[src/rtl/xlr8_wdt_if.sv]
// ----------------------------------------------------------------------------
// xlr8_wdt_if
//   Register-access bus shared by the XLR8 control registers: the I/O-space
//   path (adr/iore/iowe), the data-memory path (ramadr/ramre/ramwe/dm_sel),
//   write data in, and read data / read-enable back out.
//
//   master : the core side (drives addresses, strobes and write data)
//   slave  : the register block (returns dbus_out and io_out_en)
// ----------------------------------------------------------------------------
interface xlr8_wdt_if;
    logic [5:0] adr;
    logic       iore;
    logic       iowe;
    logic [7:0] ramadr;
    logic       ramre;
    logic       ramwe;
    logic       dm_sel;
    logic [7:0] dbus_in;
    logic [7:0] dbus_out;
    logic       io_out_en;

    modport master (
        output adr, iore, iowe, ramadr, ramre, ramwe, dm_sel, dbus_in,
        input  dbus_out, io_out_en
    );

    modport slave (
        input  adr, iore, iowe, ramadr, ramre, ramwe, dm_sel, dbus_in,
        output dbus_out, io_out_en
    );
endinterface

[src/rtl/xlr8_wdt.sv]
// ----------------------------------------------------------------------------
// xlr8_wdt
//   AVR-compatible watchdog timer for the XLR8 core. Counts en128khz pulses
//   against a prescaler-selected limit and, depending on the WDTCSR mode,
//   raises the watchdog interrupt and/or a sticky reset request.
//
// Ports
//   clk          CPU clock, all flops on posedge
//   core_rstn    asynchronous active-low reset
//   en128khz     one-cycle 128 kHz count enable
//   wdr          WDR instruction strobe (kicks the counter)
//   wdrf         MCUSR watchdog-reset flag; forces WDE on while high
//   wdt_irq_ack  core is vectoring to the WDT interrupt
//   bus          register access bus (slave side)
//   wdt_irq      WDIF & WDIE
//   wdt_rst      registered reset request, cleared only by core_rstn
// ----------------------------------------------------------------------------
module xlr8_wdt #(
    parameter logic [7:0] WDTCSR_ADDR = 8'h60
) (
    input  logic           clk,
    input  logic           core_rstn,
    input  logic           en128khz,
    input  logic           wdr,
    input  logic           wdrf,
    input  logic           wdt_irq_ack,
    xlr8_wdt_if.slave      bus,
    output logic           wdt_irq,
    output logic           wdt_rst
);

    // Addresses from 0x60 upward live only in data memory; below that the
    // register is reachable through I/O space at (address - 0x20).
    localparam bit         MEM_MAPPED = (WDTCSR_ADDR >= 8'h60);
    localparam logic [5:0] IO_ADR     = 6'(WDTCSR_ADDR - 8'h20);

    // Timed-sequence window: four cycles after the opening write.
    typedef enum logic [2:0] {
        W_IDLE,
        W_1,
        W_2,
        W_3,
        W_4
    } win_t;

    win_t        win_q;
    win_t        win_nxt;

    logic        wdif;
    logic        wdie;
    logic        wde;
    logic [3:0]  wdp;
    logic [19:0] cnt;

    logic        rd_hit;
    logic        wr_hit;
    logic [7:0]  wr_data;
    logic        wdce;
    logic        timed_wr;
    logic        ewde;
    logic        running;
    logic [3:0]  wdp_eff;
    logic [19:0] lim;
    logic        timeout;
    logic [7:0]  wdtcsr;

    // ------------------------------------------------------------------
    // Address decode
    // ------------------------------------------------------------------
    always_comb begin
        if (MEM_MAPPED) begin
            rd_hit = bus.dm_sel && bus.ramre && (bus.ramadr == WDTCSR_ADDR);
            wr_hit = bus.dm_sel && bus.ramwe && (bus.ramadr == WDTCSR_ADDR);
        end else begin
            rd_hit = bus.iore && (bus.adr == IO_ADR);
            wr_hit = bus.iowe && (bus.adr == IO_ADR);
        end
    end

    assign wr_data = bus.dbus_in;

    // ------------------------------------------------------------------
    // Timed-sequence window FSM
    // ------------------------------------------------------------------
    always_ff @(posedge clk or negedge core_rstn) begin
        if (!core_rstn) begin
            win_q <= W_IDLE;
        end else begin
            win_q <= win_nxt;
        end
    end

    always_comb begin
        win_nxt = win_q;
        case (win_q)
            W_IDLE:  if (wr_hit && wr_data[4] && wr_data[3]) win_nxt = W_1;
            W_1:     win_nxt = wr_hit ? W_IDLE : W_2;
            W_2:     win_nxt = wr_hit ? W_IDLE : W_3;
            W_3:     win_nxt = wr_hit ? W_IDLE : W_4;
            W_4:     win_nxt = W_IDLE;
            default: win_nxt = W_IDLE;
        endcase
    end

    assign wdce     = (win_q != W_IDLE);
    assign timed_wr = wr_hit && wdce;

    // ------------------------------------------------------------------
    // Mode and timeout
    // ------------------------------------------------------------------
    assign ewde    = wde | wdrf;
    assign running = ewde | wdie;
    assign wdp_eff = (wdp > 4'd9) ? 4'd9 : wdp;

    // L = (2048 << WDP) - 1 is simply the low (11 + WDP) bits set; at WDP 9
    // every bit shifts out and L becomes 2^20 - 1.
    assign lim = ~(20'hFFFFF << (5'd11 + {1'b0, wdp_eff}));

    // Exact compare: a counter left above a freshly lowered limit wraps at
    // 2^20 instead of timing out early.
    assign timeout = running && en128khz && !wdr && (cnt == lim);

    // ------------------------------------------------------------------
    // Counter, WDTCSR and reset request
    // ------------------------------------------------------------------
    always_ff @(posedge clk or negedge core_rstn) begin
        if (!core_rstn) begin
            cnt     <= '0;
            wdif    <= 1'b0;
            wdie    <= 1'b0;
            wde     <= 1'b0;
            wdp     <= '0;
            wdt_rst <= 1'b0;
        end else begin
            if (!running || wdr) begin
                cnt <= '0;
            end else if (en128khz) begin
                cnt <= (cnt == lim) ? '0 : cnt + 20'd1;
            end

            if (wr_hit) begin
                wdie <= wr_data[6];
            end
            if (wdt_irq_ack && ewde) begin
                wdie <= 1'b0;
            end

            // Software clear and acknowledge lose to a simultaneous set.
            if ((wr_hit && wr_data[7]) || wdt_irq_ack) begin
                wdif <= 1'b0;
            end
            if (timeout && wdie) begin
                wdif <= 1'b1;
            end

            if (timed_wr) begin
                wde <= wr_data[3];
                wdp <= {wr_data[5], wr_data[2:0]};
            end else if (wr_hit) begin
                wde <= wde | wr_data[3];
            end

            if (timeout && ewde && !wdie) begin
                wdt_rst <= 1'b1;
            end
        end
    end

    // ------------------------------------------------------------------
    // Outputs
    // ------------------------------------------------------------------
    assign wdtcsr        = {wdif, wdie, wdp[3], wdce, ewde, wdp[2:0]};
    assign bus.dbus_out  = rd_hit ? wdtcsr : '0;
    assign bus.io_out_en = rd_hit;
    assign wdt_irq       = wdif & wdie;

endmodule

[src/flat_wrapper.sv]
// flat-port wrapper written by rule: the top's interface ports become plain ports
module xlr8_wdt_flat 
#(
    parameter logic [7:0] WDTCSR_ADDR = 8'h60
)
  (clk, core_rstn, en128khz, wdr, wdrf, wdt_irq_ack, wdt_irq, wdt_rst, bus_adr, bus_iore, bus_iowe, bus_ramadr, bus_ramre, bus_ramwe, bus_dm_sel, bus_dbus_in, bus_dbus_out, bus_io_out_en);
  xlr8_wdt_if bus_i ();
  input  logic clk;
  input  logic core_rstn;
  input  logic en128khz;
  input  logic wdr;
  input  logic wdrf;
  input  logic wdt_irq_ack;
  output logic wdt_irq;
  output logic wdt_rst;
  input wire logic [$bits(bus_i.adr)-1:0] bus_adr;
  input wire logic [$bits(bus_i.iore)-1:0] bus_iore;
  input wire logic [$bits(bus_i.iowe)-1:0] bus_iowe;
  input wire logic [$bits(bus_i.ramadr)-1:0] bus_ramadr;
  input wire logic [$bits(bus_i.ramre)-1:0] bus_ramre;
  input wire logic [$bits(bus_i.ramwe)-1:0] bus_ramwe;
  input wire logic [$bits(bus_i.dm_sel)-1:0] bus_dm_sel;
  input wire logic [$bits(bus_i.dbus_in)-1:0] bus_dbus_in;
  output wire logic [$bits(bus_i.dbus_out)-1:0] bus_dbus_out;
  output wire logic [$bits(bus_i.io_out_en)-1:0] bus_io_out_en;
  assign bus_i.adr = bus_adr;
  assign bus_i.iore = bus_iore;
  assign bus_i.iowe = bus_iowe;
  assign bus_i.ramadr = bus_ramadr;
  assign bus_i.ramre = bus_ramre;
  assign bus_i.ramwe = bus_ramwe;
  assign bus_i.dm_sel = bus_dm_sel;
  assign bus_i.dbus_in = bus_dbus_in;
  assign bus_dbus_out = bus_i.dbus_out;
  assign bus_io_out_en = bus_i.io_out_en;
  xlr8_wdt #(.WDTCSR_ADDR(WDTCSR_ADDR)) u_core (.clk(clk), .core_rstn(core_rstn), .en128khz(en128khz), .wdr(wdr), .wdrf(wdrf), .wdt_irq_ack(wdt_irq_ack), .bus(bus_i), .wdt_irq(wdt_irq), .wdt_rst(wdt_rst));
endmodule
[config.mk]
export PLATFORM = sky130hd
export DESIGN_NAME = xlr8_wdt_flat
export DESIGN_NICKNAME = d
export VERILOG_FILES = /design/src/rtl/xlr8_wdt_if.sv /design/src/rtl/xlr8_wdt.sv /design/src/flat_wrapper.sv
export SDC_FILE = /design/constraint.sdc
export NUM_CORES = 1
export LEC_CHECK = 0
export ABC_AREA = 0
export BUFFER_PORTS_ARGS = -buffer_cell sky130_fd_sc_hd__clkbuf_2
export CORE_MARGIN = 2
export CORE_UTILIZATION = 36
export DETAILED_ROUTE_END_ITERATION = 10
export GPL_TIMING_DRIVEN = 0
export PLACE_DENSITY = 0.54
export SYNTH_ARGS = -nofsm -noshare
export SYNTH_HDL_FRONTEND = slang
export SYNTH_SLANG_ARGS = --single-unit
[constraint.sdc]
create_clock -name clk -period 7.2 [get_ports clk]
set_input_delay 0.36 -clock clk [delete_from_list [all_inputs] [get_ports clk]]
set_output_delay 0.36 -clock clk [all_outputs]
set_load 0.1 [all_outputs]
# Yosys cells after proc, flatten, opt, wreduce, memory -nomap -nowiden
# Cells that the tools add are included.
# Widths: inputs -> output; s select.
# word_totals
in_bits,33
reg_bits,31
# op_classes
eq_ne,6
n_bitwise,5
n_mux,16
reduce_logical,26
addsub,2
magnitude_cmp,1
shift,1
# ops
operator,n
$mux 20,3
$add 20x1->20 const B,1
$eq 20x20->1,1
$not 20->20,1
$shl 20x5->20 const A,1
$logic_and 1x1->1,15
$pmux 3 s4,1
$eq 8x7->1 const B,1
$mux 8,1
$reduce_bool 2->1,4
$eq 3x2->1 const B,2
$mux 1,6
$mux 3,2
$add 4x4->5 const A,1
$gt 4x4->1 const B,1
$mux 2,2
$mux 4,1
$eq 3x1->1 const B,1
$logic_not 1->1,3
$logic_not 3->1,1
$or 1x1->1,3
$reduce_bool 3->1,1
$logic_or 1x1->1,2
$ne 2x1->1 const B,1
$and 1x1->1,1

# Longest topological paths before layout
# Gate-level depths: netlist of run 1.
# depth
ltp_word,9
ltp_mapped,16
mapped_depth_nobuf,11

# Least setup slack after synthesis of run 1
# Ideal clock, no wire load.
# synth_timing
path_kind,input -> output
from,input bus_ramadr[7]
to,output bus_dbus_out[4]
setup_slack_ps,3455
required_ps,6840
path_buffers,0
arrival_time_ps,3385
stages,4
path_cell_list,nand4bb_1 -> nor4_1 -> and2_1 -> nor2b_1
# synth_between
elab_chain_len,3
# synth_lines
item,line_no,source
"start, declared",flat_wrapper.sv:19,input wire logic [$bits(bus_i.ramadr)-1:0] bus_ramadr;
$eq 8x7->1,xlr8_wdt.sv:72,rd_hit = bus.dm_sel && bus.ramre && (bus.ramadr == WDTCSR_ADDR);
$logic_and 1x1->1,xlr8_wdt.sv:72,
named net bus_io_out_en,flat_wrapper.sv:25,output wire logic [$bits(bus_i.io_out_en)-1:0] bus_io_out_en;
$mux 8,xlr8_wdt.sv:173,assign bus.dbus_out = rd_hit ? wdtcsr : '0;
"end, declared",flat_wrapper.sv:24,output wire logic [$bits(bus_i.dbus_out)-1:0] bus_dbus_out;
# The timed path passes the listed nets, and every way through them passes these cells.

# Final worst setup path of run 1
# layout_timing
from,register u_core.wdp[3]
to,register u_core.cnt[4]
# layout_between
elab_chain_len,9
# layout_lines
item,line_no,source
"start, declared",xlr8_wdt.sv:52,logic [3:0] wdp;
"start signal, assigned",xlr8_wdt.sv:158,"wdp <= {wr_data[5], wr_data[2:0]};"
$gt 4x4->1,xlr8_wdt.sv:113,assign wdp_eff = (wdp > 4'd9) ? 4'd9 : wdp;
$mux 4 *,xlr8_wdt.sv:113,
$add 4x4->5 *,xlr8_wdt.sv:117,"assign lim = ~(20'hFFFFF << (5'd11 + {1'b0, wdp_eff}));"
$shl 20x5->20 *,xlr8_wdt.sv:117,
$not 20->20 *,xlr8_wdt.sv:117,
$eq 20x20->1 *,xlr8_wdt.sv:138,cnt <= (cnt == lim) ? '0 : cnt + 20'd1;
$mux 20 *,xlr8_wdt.sv:138,
$mux 20 *,xlr8_wdt.sv:137,end else if (en128khz) begin
$mux 20 *,xlr8_wdt.sv:135,if (!running || wdr) begin
"end signal, assigned",xlr8_wdt.sv:138,
"end, declared",xlr8_wdt.sv:53,logic [19:0] cnt;
# Every way passes the cells marked *; elsewhere a longest branch is shown, timed or not. The select of a mux whose other input is x is not followed.
# A chain may end at the register's enable or synchronous reset.

==> metrics, run 1 <==
Post-CTS Setup Bufs 0; crit share post-route 48.9%; Tot GR Track Use 18.9%; Final Hold Viols 0; pin count of the biggest net entering global routing 32; Skew-Pair Late Insertion Delay 0.29 ns; # diodes 0; DP Wirelength 4880 um; max cap viols 0; Avg Cell Area, Syn 8.23 um^2; Mapped Area 2490 um^2; clk root buf clkbuf_8; Final Max Tran Viols 0; Worst R2R Start u_core.wdp[3]$_DFFE_PN0P_; final instance area 2880 um^2; Clock Skew 0.0109 ns; initial antenna violation count 0; CP Capture Type flip-flop; Critical Path RT 7.42 ns; achievable frequency 284 MHz; Routed Antenna Nets 0; status finished clean; Clock transition at path regs 0.08 ns; CTS Buf Count 5; Hold WC Path Type in2async; Reg2Reg Depth 12; io pins 44; Slew headroom 29.9%; Yosys reg bits 31; pwr/cell area 153 nW/um^2; TNS Setup 0 ns; Starting Density 36.9%; Synth Net Count 340; htree depth 2; Layout area overhead 15.6%; Detailed Route Iter0 Violations 174; IO buf count 34; crit path time final 3.52 ns; Util after Layout 42.6%; Layout Cells excl Fill 425; Critical Path Start u_core.wdp[3]$_DFFE_PN0P_; clock sink total 31; r2r endpoint u_core.cnt[4]$_DFFE_PN0P_; CP endpoint u_core.cnt[4]$_DFFE_PN0P_; CTS Hold Bufs 0; layout cells sized above 1 18.8%; CP max FO 10; RSZ-0062 raised after global routing false; DR vias 2402; Worst setup SP type flip-flop; CTS-repair resized insts 0; Post-Syn Instances 303; Critical Path AT 3.74 ns; global-route wire length before repair 11400 um; r2r setup slk 3.68 ns; vias in the first global route 2219; Die ar. 7600 um^2; vias per cell 5.65; DP Area 2760 um^2; GP Congestion 0.852; Die Wd 87.2 um; DRC Markers 0; DR WL met3 272 um; WL final 6710 um; Worst-Margin Slew 1.04 ns; met1 WL 3260 um; Filler Cell Count 707; TritonRoute pass-1 iters 4; FFs w/ async S/R, synth 100%; Leakage 1.25 nW; drt wl/cell 15.8 um; CTS tree yes; Remaining Overflow, GRT 0; ys flop type dfrtp_1; Setup CP Type reg2reg; Final setup viols 0; warnings from Yosys 0; worst vdd ir 0.0936 mV; post-layout net count 381; placed cell count 417; FP Rows 30; max layer used met4; CTS Buffer Depth 2; core area 6760 um^2; Yosys cell types 55; die height 87.2 um; WL met2 3110 um; sequential cell area fraction in the yosys report 31.1%; EDFF count, synth 0
-- Yosys cell counts (2+ instances only) --
master,number,area [um^2]
xnor2_1,9,78.8
o21bai_1,3,22.5
ha_1,4,50.1
nand3b_1,6,45.0
o22ai_1,2,12.5
or4b_1,4,40.0
a31oi_1,4,25.0
nor2b_1,5,31.3
dfrtp_1,31,776
xor2_1,3,26.3
buf_2,2,10.0
nor4_1,4,25.0
o311ai_0,2,17.5
and3_1,16,100
inv_1,8,30.0
nor3_1,15,75.1
buf_4,3,22.5
o211ai_1,2,15.0
nand2_1,23,86.3
clkbuf_1,10,37.5
a32oi_1,2,17.5
nand3_1,16,80.1
o21ai_0,12,60.1
nand4_1,6,37.5
and2_1,7,43.8
nor2_1,15,56.3
o21a_1,9,67.6
or3_1,4,25.0
and4_1,3,26.3
nor3b_1,2,15.0
mux2_2,3,33.8
a21o_1,3,22.5
nand2b_1,12,75.1
a21oi_1,27,135
or2_2,2,12.5
buf_6,5,56.3
-- power by group --
| part | switching [mW] | leakage, nW | internal (mW) |
|---|---|---|---|
| combinational | 0.0339 | 0.780 | 0.0281 |
| sequential | 0.0102 | 0.413 | 0.183 |
| clock | 0.0729 | 0.0612 | 0.112 |
| total | 0.117 | 1.25 | 0.323 |
-- final cells by class --
type | count | area (um^2) | share of cell area (%)
tap | 80 | 100 | 3.48
clock buffer | 6 | 82.6 | 2.87
timing repair buffer | 34 | 170 | 5.91
multi-input combinational | 244 | 1560 | 54.2
buffer | 20 | 126 | 4.39
inverter | 8 | 30.0 | 1.04
clock inverter | 2 | 35.0 | 1.22
sequential | 31 | 776 | 26.9
-- cell families after synthesis --
logic type,after synthesis,share of synthesized area (%)
fa+ha+maj,4,2.01
xor+xnor,12,4.22
mux,4,1.76
compound gates,78,21.3
buf+inv,28,6.28
flops,31,31.1
simple gates,146,33.3
-- state kept, by name (all words and copies together) (netlist names) --
name / count
u_core.cnt: 20
u_core.wde: 1
u_core.wdie: 1
u_core.wdif: 1
u_core.wdp: 4
u_core.wdt_rst: 1
u_core.win_q: 3
-- layout by cell type, fill, tap and decap left out, drive strengths merged, types with 5 or more instances in the layout --
cell    synthesis  routed
clkbuf         10      50
dfrtp          31      31
a21oi          27      27
nand2          23      23
and3           16      16
nand3          16      16
nor2           15      15
nor3           15      15
o21ai          13      13
nand2b         12      12
buf            10      10
o21a            9       9
xnor2           9       9
inv             8       8
and2            7       7
nand4           6       6
nand3b          6       6
nor2b           5       5
-- stage by stage --
stage               hold slack [ns]  worst slack, ns  total power, mW
floorplan                    0.0644             3.45            0.237
global placement              0.455             3.71            0.257
detailed placement            0.460             3.72            0.259
CTS                           0.199             3.70            0.446
global route                  0.233             3.32            0.464
finish                        0.159             3.68            0.440
-- worst min path at each step --
stage,startpoint,endpoint,slack [ns]
after floorplan,core_rstn,u_core.cnt[0]$_DFFE_PN0P_,0.06
after global placement,u_core.wdt_rst$_DFFE_PN0P_,u_core.wdt_rst$_DFFE_PN0P_,0.45
after detailed placement,u_core.wdt_rst$_DFFE_PN0P_,u_core.wdt_rst$_DFFE_PN0P_,0.46
after CTS,core_rstn,u_core.wdp[2]$_DFFE_PN0P_,0.20
after global routing,core_rstn,u_core.wdp[2]$_DFFE_PN0P_,0.23
final,core_rstn,u_core.wdp[2]$_DFFE_PN0P_,0.16
-- worst max-delay path, stage by stage, from the launching register on --
cell and delay (ns):
dfrtp_1 0.34, buf_6 0.14, clkbuf_1 0.38, nor2b_1 0.16, ha_1 0.34, clkbuf_1 0.34, a311oi_1 0.16, o311ai_0 0.38
nand3_1 0.15, and4b_4 0.25, buf_6 0.14, or4b_1 0.50, a31oi_1 0.17
-- per-layer routing --
| metal | vias up | track usage, % |
|---|---|---|
| met5 | - | 0 |
| met4 | 0 | 3.78 |
| met3 | 7 | 2.84 |
| met2 | 52 | 29.3 |
| met1 | 1153 | 28.1 |
| li1 | 1190 | - |
No activity file was read; power rests on OpenSTA's default activity.
==> run 2, diff against run 1 <==
clock period = 3.6 ns   (was 7.2 ns; I/O delays follow)
==> run 2 against run 1 <==
Compared with the run above: worst hold slack got worse by 0.18 ns; the run now ends with negative hold slack left; global-route usage did not move; critical path depth rose by 2; cell count did not move; combinational power rose by 100%; clock power rose by 100%; largest power group unchanged; register-to-register slack got worse by 3.5 ns; setup slack got worse by 3.5 ns.
==> metrics, run 2 (same netlist as run 1, synthesis figures left out) <==
Util after Layout 43.1% (+0.52 points); max cap viols 0 (unchanged); Skew-Pair Late Insertion Delay 0.29 ns (about the same); pin count of the biggest net entering global routing 32 (unchanged); Setup CP Type reg2reg; Hold WC Path Type in2async; crit share post-route 94.7% (+46 points); drt wl/cell 15.9 um (+0.91%); die height 87.2 um (unchanged); CTS tree yes; Clock Skew 0.0112 ns (+0.000294 ns); DP Area 2760 um^2 (unchanged); Hold Slack -0.0210 ns (-0.180 ns); WL final 6770 um (+0.91%); Worst setup SP type flip-flop; r2r endpoint u_core.cnt[4]$_DFFE_PN0P_; Tot GR Track Use 18.9% (unchanged); io pins 44 (unchanged); final instance area 2920 um^2 (+1.2%); TritonRoute pass-1 iters 4 (unchanged); Post-CTS Setup Bufs 0 (unchanged); initial antenna violation count 0 (unchanged); worst vdd ir 0.187 mV (+100%); GP Congestion 0.852 (unchanged); # diodes 0 (unchanged); largest register by flop count u_core.cnt; Layout area overhead 17.0%; FP Rows 30 (unchanged); Critical Path RT 3.82 ns (-3.60 ns); CTS Buffer Depth 2 (unchanged); Remaining Overflow, GRT 0 (unchanged); layout cells sized above 1 22.0% (+3.2 points); Routed Antenna Nets 0 (unchanged); post-layout net count 381 (unchanged); most common cell after layout, fill and taps aside clkbuf_2; failing checks negative hold slack; achievable frequency 293 MHz (+3.4%); DP Wirelength 4880 um (unchanged); CP max FO 10 (unchanged); Die Wd 87.2 um (unchanged); placed cell count 417 (unchanged); Top Registers u_core.cnt x20, u_core.wdp x4, u_core.win_q x3; Die ar. 7600 um^2 (unchanged); Final setup viols 0 (unchanged); Worst R2R Start u_core.wdp[1]$_DFFE_PN0P_; max reg flops 20 (unchanged); status finished, violations left; CTS Buf Count 5 (unchanged); htree depth 2 (unchanged); pwr/cell area 303 nW/um^2 (+98%); DR vias 2387 (-0.62%); global-route wire length before repair 11400 um (unchanged); Final Hold Viols 24 (+24); Starting Density 36.9% (unchanged); crit path time final 3.41 ns (-0.115 ns); Final Max Tran Viols 0 (unchanged); clk root buf clkbuf_8; CP Capture Type flip-flop; Layout Cells excl Fill 425 (unchanged); Critical Path AT 3.63 ns (-0.11 ns); clock sink total 31 (unchanged); Detailed Route Iter0 Violations 176 (+1.1%); r2r setup slk 0.19 ns (-3.49 ns); Clock transition at path regs 0.08 ns (about the same); Reg2Reg Depth 14 (+2); DRC Markers 0 (unchanged); Slew headroom 29.9% (about the same); Worst-Margin Slew 1.04 ns (+0.000288 ns); vias per cell 5.62 (-0.62%); core area 6760 um^2 (unchanged); IO buf count 34 (unchanged); RSZ-0062 raised after global routing true; vias in the first global route 2219 (unchanged); most frequent cells in the layout 35 x clkbuf_2, 31 x dfrtp_1, 27 x a21oi_1, 23 x nand2_1; Leakage 1.25 nW (-0.28%); CTS Hold Bufs 0 (unchanged); Critical Path Start u_core.wdp[1]$_DFFE_PN0P_
run 2: power breakdown:
group	leakage [nW]	total, mW	switching (mW)	internal [mW]
clock	0.0612	0.371	0.146	0.224
combinational	0.776	0.126	0.0691	0.0568
sequential	0.413	0.387	0.0204	0.366
run 2: what timing repair did:
item	CTS	global route
endpoints found under the setup margin	0	22
hold endpoints to repair	0	0
gates resized for setup	0	15
run 2: critical path, stage by stage, from the launching register on:
cell	delay, ns
dfrtp_1	0.38
buf_6	0.13
or2_0	0.18
buf_2	0.16
a21o_1	0.19
ha_1	0.32
inv_2	0.09
or4_1	0.52
a41oi_2	0.18
nor4_2	0.07
nand4_1	0.08
and4b_4	0.22
buf_6	0.14
or4b_1	0.50
a31oi_1	0.17
run 2: worst max path at each step:
stage	endpoint	slack (ns)	depth (start not counted)
2_1_floorplan	bus_dbus_out[4]	0.21	4
3_3_place_gp	u_core.cnt[4]$_DFFE_PN0P_	0.11	12
3_5_place_dp	u_core.cnt[4]$_DFFE_PN0P_	0.12	12
4_1_cts	u_core.cnt[4]$_DFFE_PN0P_	0.1	12
5_1_grt	u_core.cnt[8]$_DFFE_PN0P_	-0.03	13
6_report	u_core.cnt[4]$_DFFE_PN0P_	0.19	14
run 2: cell type report:
class | instances | area, um^2
Clock inverter | 2 | 35.0
Clock buffer | 6 | 82.6
Tap cell | 80 | 100
Timing Repair Buffer | 34 | 170
Sequential cell | 31 | 776
Fill cell | 707 | 3840
Buffer | 20 | 129
Multi-Input combinational cell | 244 | 1590
Inverter | 8 | 30.0
run 2: metal layers:
layer  GRT usage [%]  vias up  wire length (um)
met1            28.1     1142              3220
met2            29.3       43              3190
met5               0        -                 0
met3            2.84       11               272
met4            3.78        0                80
li1                -     1191                 -
run 2: through the flow:
stage	setup TNS [ns]	total power, mW	setup WS (ns)
3_3_place_gp	0	0.515	0.108
3_5_place_dp	0	0.518	0.124
2_1_floorplan	0	0.473	0.215
4_1_cts	0	0.892	0.0959
6_report	0	0.883	0.191
5_1_grt	-0.0648	0.931	-0.0275
